<file path="config.mk">
export PLATFORM = sky130hd
export DESIGN_NAME = umi_fifo_sync
export DESIGN_NICKNAME = d
export VERILOG_FILES = /design/src/rtl/umi_fifo_pkg.sv /design/src/rtl/umi_fifo_lfsr.sv /design/src/rtl/umi_fifo_sync.sv
export SDC_FILE = /design/constraint.sdc
export NUM_CORES = 1
export LEC_CHECK = 0
export ABC_CLOCK_PERIOD_IN_PS = 10200
export CAP_MARGIN = 20
export CORE_MARGIN = 3
export CORE_UTILIZATION = 50
export DETAILED_ROUTE_END_ITERATION = 16
export HOLD_SLACK_MARGIN = 0.15
export PLACE_DENSITY_LB_ADDON = 0.25
export SYNTH_ARGS = -nofsm -noshare
export SYNTH_HDL_FRONTEND = slang
export SYNTH_SLANG_ARGS = --single-unit
</file>
<file path="constraint.sdc">
create_clock -name clk -period 10.2 [get_ports clk]
set_clock_uncertainty 0.1 [all_clocks]
set_input_delay 2.04 -clock clk [delete_from_list [all_inputs] [get_ports clk]]
set_output_delay 2.04 -clock clk [all_outputs]
set_load 0.03 [all_outputs]
</file>
<file path="src/rtl/umi_fifo_pkg.sv">
// umi_fifo_pkg: constants shared by the UMI FIFO family.
// Chaos LFSR width, tap mask and default seed.
package umi_fifo_pkg;

  localparam int LFSR_W = 16;

  // Fibonacci taps 16,14,13,11 -> bits 15,13,12,10
  localparam logic [LFSR_W-1:0] LFSR_TAPS = 16'hB400;
  localparam logic [LFSR_W-1:0] LFSR_SEED = 16'hACE1;

  function automatic logic [LFSR_W-1:0] lfsr_next(
    input logic [LFSR_W-1:0] cur
  );
    logic fb;
    fb = ^(cur & LFSR_TAPS);
    return {cur[LFSR_W-2:0], fb};
  endfunction

endpackage

</file>
<file path="src/rtl/umi_fifo_lfsr.sv">
// umi_fifo_lfsr: 16-bit Fibonacci LFSR for chaos pushback.
// Advances while en is high, holds otherwise.
module umi_fifo_lfsr
  import umi_fifo_pkg::*;
#(
  parameter logic [LFSR_W-1:0] SEED = LFSR_SEED
) (
  input  logic              clk,
  input  logic              nreset,
  input  logic              en,
  output logic [LFSR_W-1:0] lfsr
);

  logic [LFSR_W-1:0] nxt;

  // Zero is a lock-up state; fall back to the seed if ever reached.
  always_comb begin
    nxt = lfsr_next(lfsr);
    if (nxt == '0)
      nxt = SEED;
  end

  always_ff @(posedge clk or negedge nreset) begin
    if (!nreset)
      lfsr <= SEED;
    else if (en)
      lfsr <= nxt;
  end

endmodule

</file>
<file path="src/rtl/umi_fifo_sync.sv">
// umi_fifo_sync: single-clock UMI packet FIFO with flush,
// almost-full flag, chaos pushback and bypass.
module umi_fifo_sync
  import umi_fifo_pkg::*;
#(
  parameter int DW    = 256,
  parameter int DEPTH = 4,
  parameter int AW    = $clog2(DEPTH),
  parameter logic [LFSR_W-1:0] SEED = LFSR_SEED
) (
  input  logic          clk,
  input  logic          nreset,
  input  logic          bypass,
  input  logic          chaosmode,
  input  logic          flush,
  input  logic [AW:0]   afull_thresh,
  output logic [AW:0]   fifo_count,
  output logic          fifo_full,
  output logic          fifo_empty,
  output logic          fifo_afull,
  input  logic          umi_in_valid,
  input  logic [DW-1:0] umi_in_packet,
  output logic          umi_in_ready,
  output logic          umi_out_valid,
  output logic [DW-1:0] umi_out_packet,
  input  logic          umi_out_ready
);

  localparam logic [AW:0] FULL_CNT = (AW+1)'(DEPTH);

  logic [DW-1:0]     mem [DEPTH];
  logic [AW-1:0]     wr_ptr;
  logic [AW-1:0]     rd_ptr;
  logic [AW:0]       count;
  logic [LFSR_W-1:0] lfsr;
  logic              unused_lfsr;
  logic              stall;
  logic              q_ready;
  logic              q_valid;
  logic              push;
  logic              pop;

  umi_fifo_lfsr #(
    .SEED (SEED)
  ) u_lfsr (
    .clk    (clk),
    .nreset (nreset),
    .en     (chaosmode),
    .lfsr   (lfsr)
  );

  assign unused_lfsr = ^lfsr[LFSR_W-1:1];

  assign fifo_count = count;
  assign fifo_full  = (count == FULL_CNT);
  assign fifo_empty = (count == '0);
  assign fifo_afull = (count >= afull_thresh);

  assign stall   = chaosmode & lfsr[0];
  assign q_ready = ~fifo_full & ~flush & ~stall;
  assign q_valid = ~fifo_empty & ~flush;

  // Bypass turns the block into a wire; storage is frozen.
  assign umi_in_ready   = bypass ? umi_out_ready : q_ready;
  assign umi_out_valid  = bypass ? umi_in_valid  : q_valid;
  assign umi_out_packet = bypass ? umi_in_packet : mem[rd_ptr];

  assign push = ~bypass & umi_in_valid & q_ready;
  assign pop  = ~bypass & q_valid & umi_out_ready;

  always_ff @(posedge clk or negedge nreset) begin
    if (!nreset) begin
      wr_ptr <= '0;
      rd_ptr <= '0;
      count  <= '0;
    end else if (flush) begin
      wr_ptr <= '0;
      rd_ptr <= '0;
      count  <= '0;
    end else begin
      if (push)
        wr_ptr <= wr_ptr + 1'b1;
      if (pop)
        rd_ptr <= rd_ptr + 1'b1;
      unique case ({push, pop})
        2'b10:   count <= count + 1'b1;
        2'b01:   count <= count - 1'b1;
        default: count <= count;
      endcase
    end
  end

  always_ff @(posedge clk) begin
    if (push)
      mem[wr_ptr] <= umi_in_packet;
  end

endmodule
</file>
=== After elaboration in Yosys (flattened, before gate mapping) ===
Memories as Yosys holds them, arrays and structs flattened.
Index checks and enable logic that the tools add are counted.

* Add/sub/neg operators: 4
* $lt $le $gt $ge: 1
* Bitwise operators: 13
* Reductions and logical operators: 6
* Eq/ne operators: 3
* Muxes and demuxes: 12

{| class="wikitable"
|+ Operator list
! operator !! number
|-
| $mux W256 || 1
|-
| $logic_not A16 Y1 || 1
|-
| $mux W16 || 1
|-
| $reduce_xor A16 Y1 || 1
|-
| $and A1 B1 Y1 || 8
|-
| $mux W2 || 4
|-
| $pmux W3 S2 || 1
|-
| $not A1 Y1 || 5
|-
| $add A2 B1 Y2 const B || 2
|-
| $mux W1 || 4
|-
| $reduce_bool A2 Y1 || 2
|-
| $add A3 B1 Y3 const B || 1
|-
| $eq A3 B3 Y1 const B || 1
|-
| $ge A3 B3 Y1 || 1
|-
| $logic_not A3 Y1 || 1
|-
| $mux W3 || 1
|-
| $reduce_bool A3 Y1 || 1
|-
| $sub A3 B1 Y3 const B || 1
|-
| $eq A2 B1 Y1 const B || 1
|-
| $eq A2 B2 Y1 const B || 1
|}

* Memories: 1
* Output and inout bits: 264
* Memory bits (writable): 1,024
* Register bits after elaboration: 23

{| class="wikitable"
|+ Memory list
! name !! words !! bits a word !! read ports !! clocked after memory_dff !! write ports !! RTL line !! text
|-
| mem || 4 || 256 || 1 || 0 || 1 || umi_fifo_sync.sv:31 || <nowiki>logic [DW-1:0] mem [DEPTH];</nowiki>
|}

=== Depth between registers and ports, before layout ===
Gate-level depths: netlist of the first run.

* Depth after elaboration: 8
* Mapped depth: 8
* Mapped depth without buffers: 7

=== Cells and area by module ===
Synthesis of the first run repeated with hierarchy kept, for this count alone.

* Cell total of the unflattened synthesis: 1,728
* Area total of the unflattened synthesis: 41,193.3 um2

{| class="wikitable"
|+ Modules (own cells, without submodules)
! module !! times used !! cells each !! area each (um2) !! sequential area each (um2)
|-
| umi_fifo_sync || 1 || 1,683 || 40,538.9 || 30,924.7
|-
| umi_fifo_lfsr || 1 || 45 || 654.4 || 410.4
|}

=== Worst setup path before layout of the first run ===
Ideal clock, no wire load.

* Kind: input to register
* From: in bypass
* To: mem mem[1][0], enable pin
* Data arrival time: 8.477 ns
* Cell stages on the path: 4
* Slack: 0.974 ns
* Required time: 9.451 ns
* Path through: buf_6 -> nand2b_4 -> nor3_4 -> and2_1

* Longest elaborated chain between the ends: 5

{| class="wikitable"
|+ Ends and longest elaborated chain
! element !! RTL line !! text
|-
| from (decl) || umi_fifo_sync.sv:13 || <nowiki>input logic bypass,</nowiki>
|-
| $not A1 Y1 || umi_fifo_sync.sv:68 || <nowiki>assign push = ~bypass & umi_in_valid & q_ready;</nowiki>
|-
| $and A1 B1 Y1 (2 in series) || umi_fifo_sync.sv:68 ||
|-
| $mux W1 || umi_fifo_sync.sv:94 || <nowiki>if (push)</nowiki>
|-
| $mux W1 (implied by the code) || umi_fifo_sync.sv:95 || <nowiki>mem[wr_ptr] <= umi_in_packet;</nowiki>
|-
| to (decl) || umi_fifo_sync.sv:31 ||
|}

Every way passes these cells.

=== Final worst setup path of the first run ===
* From: in bypass
* To: out umi_out_packet[42]

* Longest elaborated chain between the ends: 1

{| class="wikitable"
|+ Ends and longest elaborated chain
! element !! RTL line !! text
|-
| $mux W256 || umi_fifo_sync.sv:66 || <nowiki>assign umi_out_packet = bypass ? umi_in_packet : mem[rd_ptr];</nowiki>
|-
| to (decl) || umi_fifo_sync.sv:25 || <nowiki>output logic [DW-1:0] umi_out_packet,</nowiki>
|}

Every way passes these cells.

==> impl_metrics.py, run 1 <==
metrics = {
    "clock_tree": {
        "clock_latency_ns": 0.63,
        "cts.sinks": 1047,
        "clkTransAtPathRegs_ns": 0.06,
        "holdBufCountCts": 0,
        "ctsRootBufferMaster": "clkbuf_16",
        "postCtsSetupBuffers": 0,
        "cts_tree": "yes",
        "cts_buffer_depth": 3,
        "cts_resized": 0,
        "numCtsBuffers": 103,
        "h-tree-depth": 3,
    },
    "worst_setup_path": {
        "worstSetupEndpointType": "output pin",
        "crit_buf_inv": 3,
        "cpLargestDelayFamily": "buffers and inverters",
        "worst-path-max-fanout": 74,
        "worst_path_largest_cell_delay_ns": 0.84,
        "crit_path_top_delay_cell": "buf_4",
        "critical_path_required_ns": 8.06,
        "cp_cell_sequence": "buf_8, buf_4, mux2_2, clkdlybuf4s50_1",
        "start_kind": "primary input",
        "crit_type": "primary input to output pin",
        "cp.arrival_ns": 4.57,
    },
    "route": {
        "drt-wirelength-per-cell_um": 24.8,
        "drc": 0,
        "num_vias": 19500,
        "ant_nets": 0,
        "initialDrtViolationCount": 1409,
        "avgViaCountPerCell": 5.67,
        "dr.pass1.iters": 7,
        "drt-total-wl_um": 85400,
    },
    "cells_and_area": {
        "syn2layout_area_growth_pct": 23.7,
        "drive_above_1_share_pct": 29.4,
        "utilization_pct": 62.8,
        "nNetsFinal": 2570,
        "finalInstanceArea_um2": 50900,
    },
    "logic_synthesis": {
        "postSynthNetCount": 2006,
        "synth-seq-cells": 1047,
        "synth_area_um2": 41200,
        "synthCells": 1732,
        "ys.warnings.count": 0,
        "avgSynthCellArea_um2": 23.8,
        "synthDistinctLibCells": 41,
        "seq_area_frac_synth_pct": 76.1,
    },
    "power_and_ir_drop": {
        "p_sw_mw": 1.99,
        "p_total_mw": 9.40,
        "swShare_pct": 21.2,
        "leakagePower_nw": 15.9,
        "p_int_mw": 7.40,
        "p_seq_share_pct": 51.7,
        "power.density_nw_per_um2": 185,
        "clkPwrFrac_pct": 39.6,
        "p_comb_share_pct": 8.7,
        "ir_worst_vdd_mv": 0.132,
    },
    "timing": {
        "setup_violations": 0,
        "hold_viol_final": 0,
        "rsz0062_at_grt": "false",
        "fin_crit_sh_pct": 65.7,
        "fin_tns_setup_ns": 0,
        "achievable-frequency_ghz": 0.149,
        "post-route-min-period_ns": 6.71,
        "relSlewSlack_pct": 24.2,
        "layout_setup_ws_ns": 3.49,
        "worst_pin_slew_ns": 1.14,
        "maxSlewViolCount": 0,
    },
    "die": {
        "initial_core_util_pct": 50.8,
        "num_rows": 104,
        "die_h_um": 293,
        "die_w_um": 293,
        "pin_count": 530,
        "core_um2": 81100,
        "die-area_um2": 85800,
    },
    "placed_design": {
        "io_buffers": 529,
        "placed_cell_area_um2": 47500,
        "dp_slack_ns": 3.46,
        "dp_hpwl_um": 50800,
        "gp_congestion": 0.747,
    },
    "grt": {
        "grt_antenna_before_repair": 10,
        "grt_usage_pct": 20.0,
        "overflow": 0,
        "grt_max_degree": 148,
        "grt_pass1_vias": 20800,
        "grt_pass1_wl_um": 130000,
    },
    "hold_path": {
        "hold_path_class": "register to register",
    },
    "run": {
        "drv_cap": 0,
    },
    "run_status": {
        "status": "finished, final reports clean",
    },
}
cells in the mapped netlist:
library cell	count	area, um2
a21o_1	3	22.5
nand2b_4	1	13.8
edfxtp_1	1024	30700
mux2_2	263	2960
a22oi_1	1	7.51
dfrtp_1	15	375
o31ai_1	2	15.0
and4_1	1	8.76
nor3_1	1	5.00
buf_2	7	35.0
a31oi_1	1	6.26
inv_1	6	22.5
and2_1	4	25.0
o22a_1	7	61.3
or4b_1	1	10.0
clkbuf_1	30	113
buf_6	19	214
nor2_1	8	30.0
nand4_1	1	6.26
buf_1	27	101
xor2_1	2	17.5
nor3b_1	1	7.51
nor4b_4	1	23.8
buf_4	7	52.6
nor2b_2	1	8.76
xnor2_1	6	52.6
dfstp_2	8	210
o21ai_0	1	5.00
mux2i_1	2	20.0
or3_1	1	6.26
nor4_1	3	18.8
nor4b_1	1	8.76
nor3b_2	1	12.5
nand3_1	1	5.00
nor3_4	1	16.3
nand2_1	7	26.3
ha_1	7	87.6
mux4_2	256	5770
nor3_2	1	10.0
nand2b_1	1	6.26
fa_1	1	20.0
path summary, 6_finish.rpt:
check | from | to | slack, ns | cells past startpoint
hold / removal | u_lfsr.lfsr[4] | u_lfsr.lfsr[5] | 0.42 | 1
setup reg to reg | fifo_count[2] | mem[2][121] | 6.68 | 4
min in group asynchronous | nreset | fifo_count[2] | 1.52 | 1
hold reg to reg | u_lfsr.lfsr[4] | u_lfsr.lfsr[5] | 0.42 | 1
max in group asynchronous | nreset | u_lfsr.lfsr[7] | 8.03 | 2
setup / recovery | bypass | umi_out_packet[42] | 3.49 | 4
per-stage QoR:
step                hold WS [ns]  cells
global placement           0.396   3250
floorplan                  0.381   1732
global route               0.441   3444
finish                     0.417   3446
CTS                        0.426   3437
detailed placement         0.410   3250
power by group through the flow:
stage	sequential (mW)	clock [mW]	combinational, mW
after detailed placement	4.94	0	0.820
final	4.85	3.72	0.816
after global placement	4.94	0	0.809
after CTS	4.85	3.82	0.826
after global routing	4.86	3.99	0.863
after floorplan	4.95	0	0.441
cells by family after synthesis:
kind of cell | after synthesis | synth area share (%)
buffers and inverters | 96 | 1.31
xor gates and xnor gates | 8 | 0.170
muxes | 521 | 21.2
DFF | 1047 | 76.1
adders and majority gates | 8 | 0.261
and+or+nand+nor | 37 | 0.605
AOI/OAI and AO/OA | 15 | 0.286
layout make-up:
class / instances / area, um2
inverters: 6 / 22.5
flip-flops and latches: 1047 / 31300
fillers: 5449 / 30100
multi-input cells: 589 / 9300
repair buffers: 549 / 5560
clock inverters: 57 / 628
diodes: 8 / 20.0
clock buffers: 130 / 2720
well taps: 1060 / 1330
cell usage in the layout (no fill, tap or decap), types with 8 or more instances in the layout:
master,n
clkinv_1,24
diode_2,8
clkinv_2,15
buf_4,12
edfxtp_1,1024
clkbuf_1,25
dfrtp_1,13
clkdlybuf4s50_1,528
bufinv_16,12
nor2_1,8
mux2_2,263
clkbuf_16,105
dfstp_2,8
mux4_2,256
metal layers:
metal  routed length [um]  GRT usage, %  vias to the layer above
li1                     -             -                     8498
met1                33900          27.2                    10300
met2                44200          33.2                      649
met3                 5350          3.73                      114
met4                 1950          6.24                        2
met5                   12             0                        -
flip-flops by register name, summed over array words and instances, names as in the netlist:
register	count
rd_ptr	2
u_lfsr.lfsr	16
fifo_count	3
wr_ptr	2
mem	1024
No activity file was read; power rests on OpenSTA's default activity.
==> run 2, diff against run 1 <==
- ABC_CLOCK_PERIOD_IN_PS: 10200 -> 5530
- clock period: 10.2 -> 5.53 ns (I/O delays scaled with it)
==> run 2 against run 1 <==
  * Non-clock buffer count increased by 41
  * Wire length up 2.0%
  * Sequential power is 85% higher
  * Core utilization grew 0.99 points
  * Worst setup slack got worse by 2.6 ns
  * Largest power group unchanged
  * Highest routed layer unchanged
==> impl_metrics.py, run 2 (synthesized netlist as in run 1, its figures left out) <==
metrics = {
    "route": {
        "maxUsedRoutingLayer": "met5",
        "dr_wl_met3_um": 5500,
        "avgViaCountPerCell": 5.69,
        "drt-wirelength-per-cell_um": 24.9,
        "ant_nets": 0,
        "initialDrtViolationCount": 1448,
        "wl_met1_um": 34700,
        "dr.pass1.iters": 4,
        "num_vias": 19900,
        "drc": 0,
        "drt-total-wl_um": 87100,
        "wl_met2_um": 45000,
    },
    "cells_and_area": {
        "final_cell_mix": "edfxtp_1, clkdlybuf4s50_1, mux2_2",
        "multi_input_area_um2": 9300,
        "nNetsFinal": 2612,
        "syn2layout_area_growth_pct": 25.6,
        "fin_cells": 3494,
        "register_area_um2": 31300,
        "layout_commonest_cell": "edfxtp_1",
        "fill_cells": 5337,
        "finalInstanceArea_um2": 51700,
        "largest_reg_flops": 1024,
        "drive_above_1_share_pct": 31.2,
        "largest_register": "mem",
    },
    "worst_setup_path": {
        "r2r_setup_slack_ns": 2.79,
        "crit_type": "register to output pin",
        "start_kind": "register",
        "worstSetupEndpointType": "output pin",
        "critical_path_required_ns": 4.32,
        "cp.arrival_ns": 3.45,
        "worst-path-max-fanout": 27,
    },
    "clock_tree": {
        "h-tree-depth": 3,
        "cts_tree": "yes",
        "ctsRootBufferMaster": "clkbuf_16",
        "cts_resized": 0,
        "postCtsSetupBuffers": 0,
        "numCtsBuffers": 104,
        "holdBufCountCts": 0,
        "clkTransAtPathRegs_ns": 0.06,
        "cts.sinks": 1047,
        "clock_latency_ns": 0.63,
        "cts_buffer_depth": 3,
    },
    "hold_path": {
        "hold_path_class": "register to register",
    },
    "die": {
        "initial_core_util_pct": 50.8,
        "die_w_um": 293,
        "pin_count": 530,
        "core_um2": 81100,
        "num_rows": 104,
        "die_h_um": 293,
        "die-area_um2": 85800,
    },
    "grt": {
        "overflow": 0,
        "grt_pass1_vias": 21300,
        "grt_pass1_wl_um": 133000,
        "grt_usage_pct": 20.4,
        "grt_antenna_before_repair": 11,
        "grt_max_degree": 103,
    },
    "timing": {
        "rsz0062_at_grt": "false",
        "worst_pin_slew_ns": 0.991,
        "relSlewSlack_pct": 33.7,
        "fin_crit_sh_pct": 84.1,
        "maxSlewViolCount": 0,
        "fin_tns_setup_ns": 0,
        "achievable-frequency_ghz": 0.215,
        "post-route-min-period_ns": 4.65,
        "hold_viol_final": 0,
        "setup_violations": 0,
    },
    "run_status": {
        "status": "finished, final reports clean",
    },
    "power_and_ir_drop": {
        "ir_worst_vdd_mv": 0.288,
        "leakagePower_nw": 16.3,
        "power.density_nw_per_um2": 340,
    },
    "placed_design": {
        "placed_cell_area_um2": 48200,
        "gp_congestion": 0.765,
        "io_buffers": 529,
        "placedCellCount": 3292,
        "dp_hpwl_um": 55400,
    },
    "run": {
        "drv_cap": 0,
    },
}
[run 2: cell count changes in the layout (fill, tap and decap cells not counted), moves of 2 or more]
| cell | change |
|---|---|
| clkbuf_8 | +2 |
| buf_4 | +15 |
| bufinv_16 | +2 |
| clkinv_1 | +2 |
| clkbuf_1 | -11 |
| diode_2 | -3 |
| clkinvlp_4 | +6 |
| clkbuf_16 | +2 |
| buf_12 | +27 |
| clkinv_2 | +6 |
[run 2: critical path, cell delays in order, from the launching register on]
cell	delay, ns
dfrtp_4	0.71
buf_12	0.33
buf_4	0.30
mux4_2	0.54
mux2_2	0.28
clkdlybuf4s50_1	0.61
[run 2: layout make-up]
class | instances | share of cell area [%]
antenna | 5 | 0.0242
clock inverter | 74 | 1.50
clock buffer | 123 | 5.33
inverter | 6 | 0.0435
tap | 1060 | 2.56
sequential | 1047 | 60.6
timing repair buffer | 590 | 12.0
multi-input combinational | 589 | 18.0
[run 2: stage by stage]
stage | util (%) | hold WS (ns) | worst slack, ns | power, mW
after detailed placement | 59.4 | 0.402 | 1.08 | 10.7
after global routing | 63.8 | 0.455 | 0.679 | 18.2
after floorplan | - | 0.381 | 0.0954 | 9.93
after global placement | 59.4 | 0.397 | 1.14 | 10.6
after CTS | 63.8 | 0.425 | 0.733 | 17.8
final | 63.8 | 0.427 | 0.878 | 17.6
[run 2: worst paths after layout]
| kind | start | end | depth (start not counted) |
|---|---|---|---|
| max | rd_ptr[0] | umi_out_packet[12] | 5 |
| max in group asynchronous | nreset | rd_ptr[1] | 1 |
| max reg2reg | fifo_count[2] | mem[0][42] | 4 |
| min | u_lfsr.lfsr[4] | u_lfsr.lfsr[5] | 1 |
| min in group asynchronous | nreset | u_lfsr.lfsr[1] | 1 |
| min reg2reg | u_lfsr.lfsr[4] | u_lfsr.lfsr[5] | 1 |
[run 2: power breakdown]
| part | internal (mW) | switching (mW) | total (mW) |
|---|---|---|---|
| sequential | 8.88 | 0.0676 | 8.95 |
| combinational | 0.740 | 0.799 | 1.54 |
| clock | 4.23 | 2.88 | 7.10 |
[run 2: routing by layer]
layer  track usage [%]  vias up
met2              34.1      648
met5                 0        -
li1                  -     8611
met1              27.8    10500
met3              4.04      118
met4              5.32       12
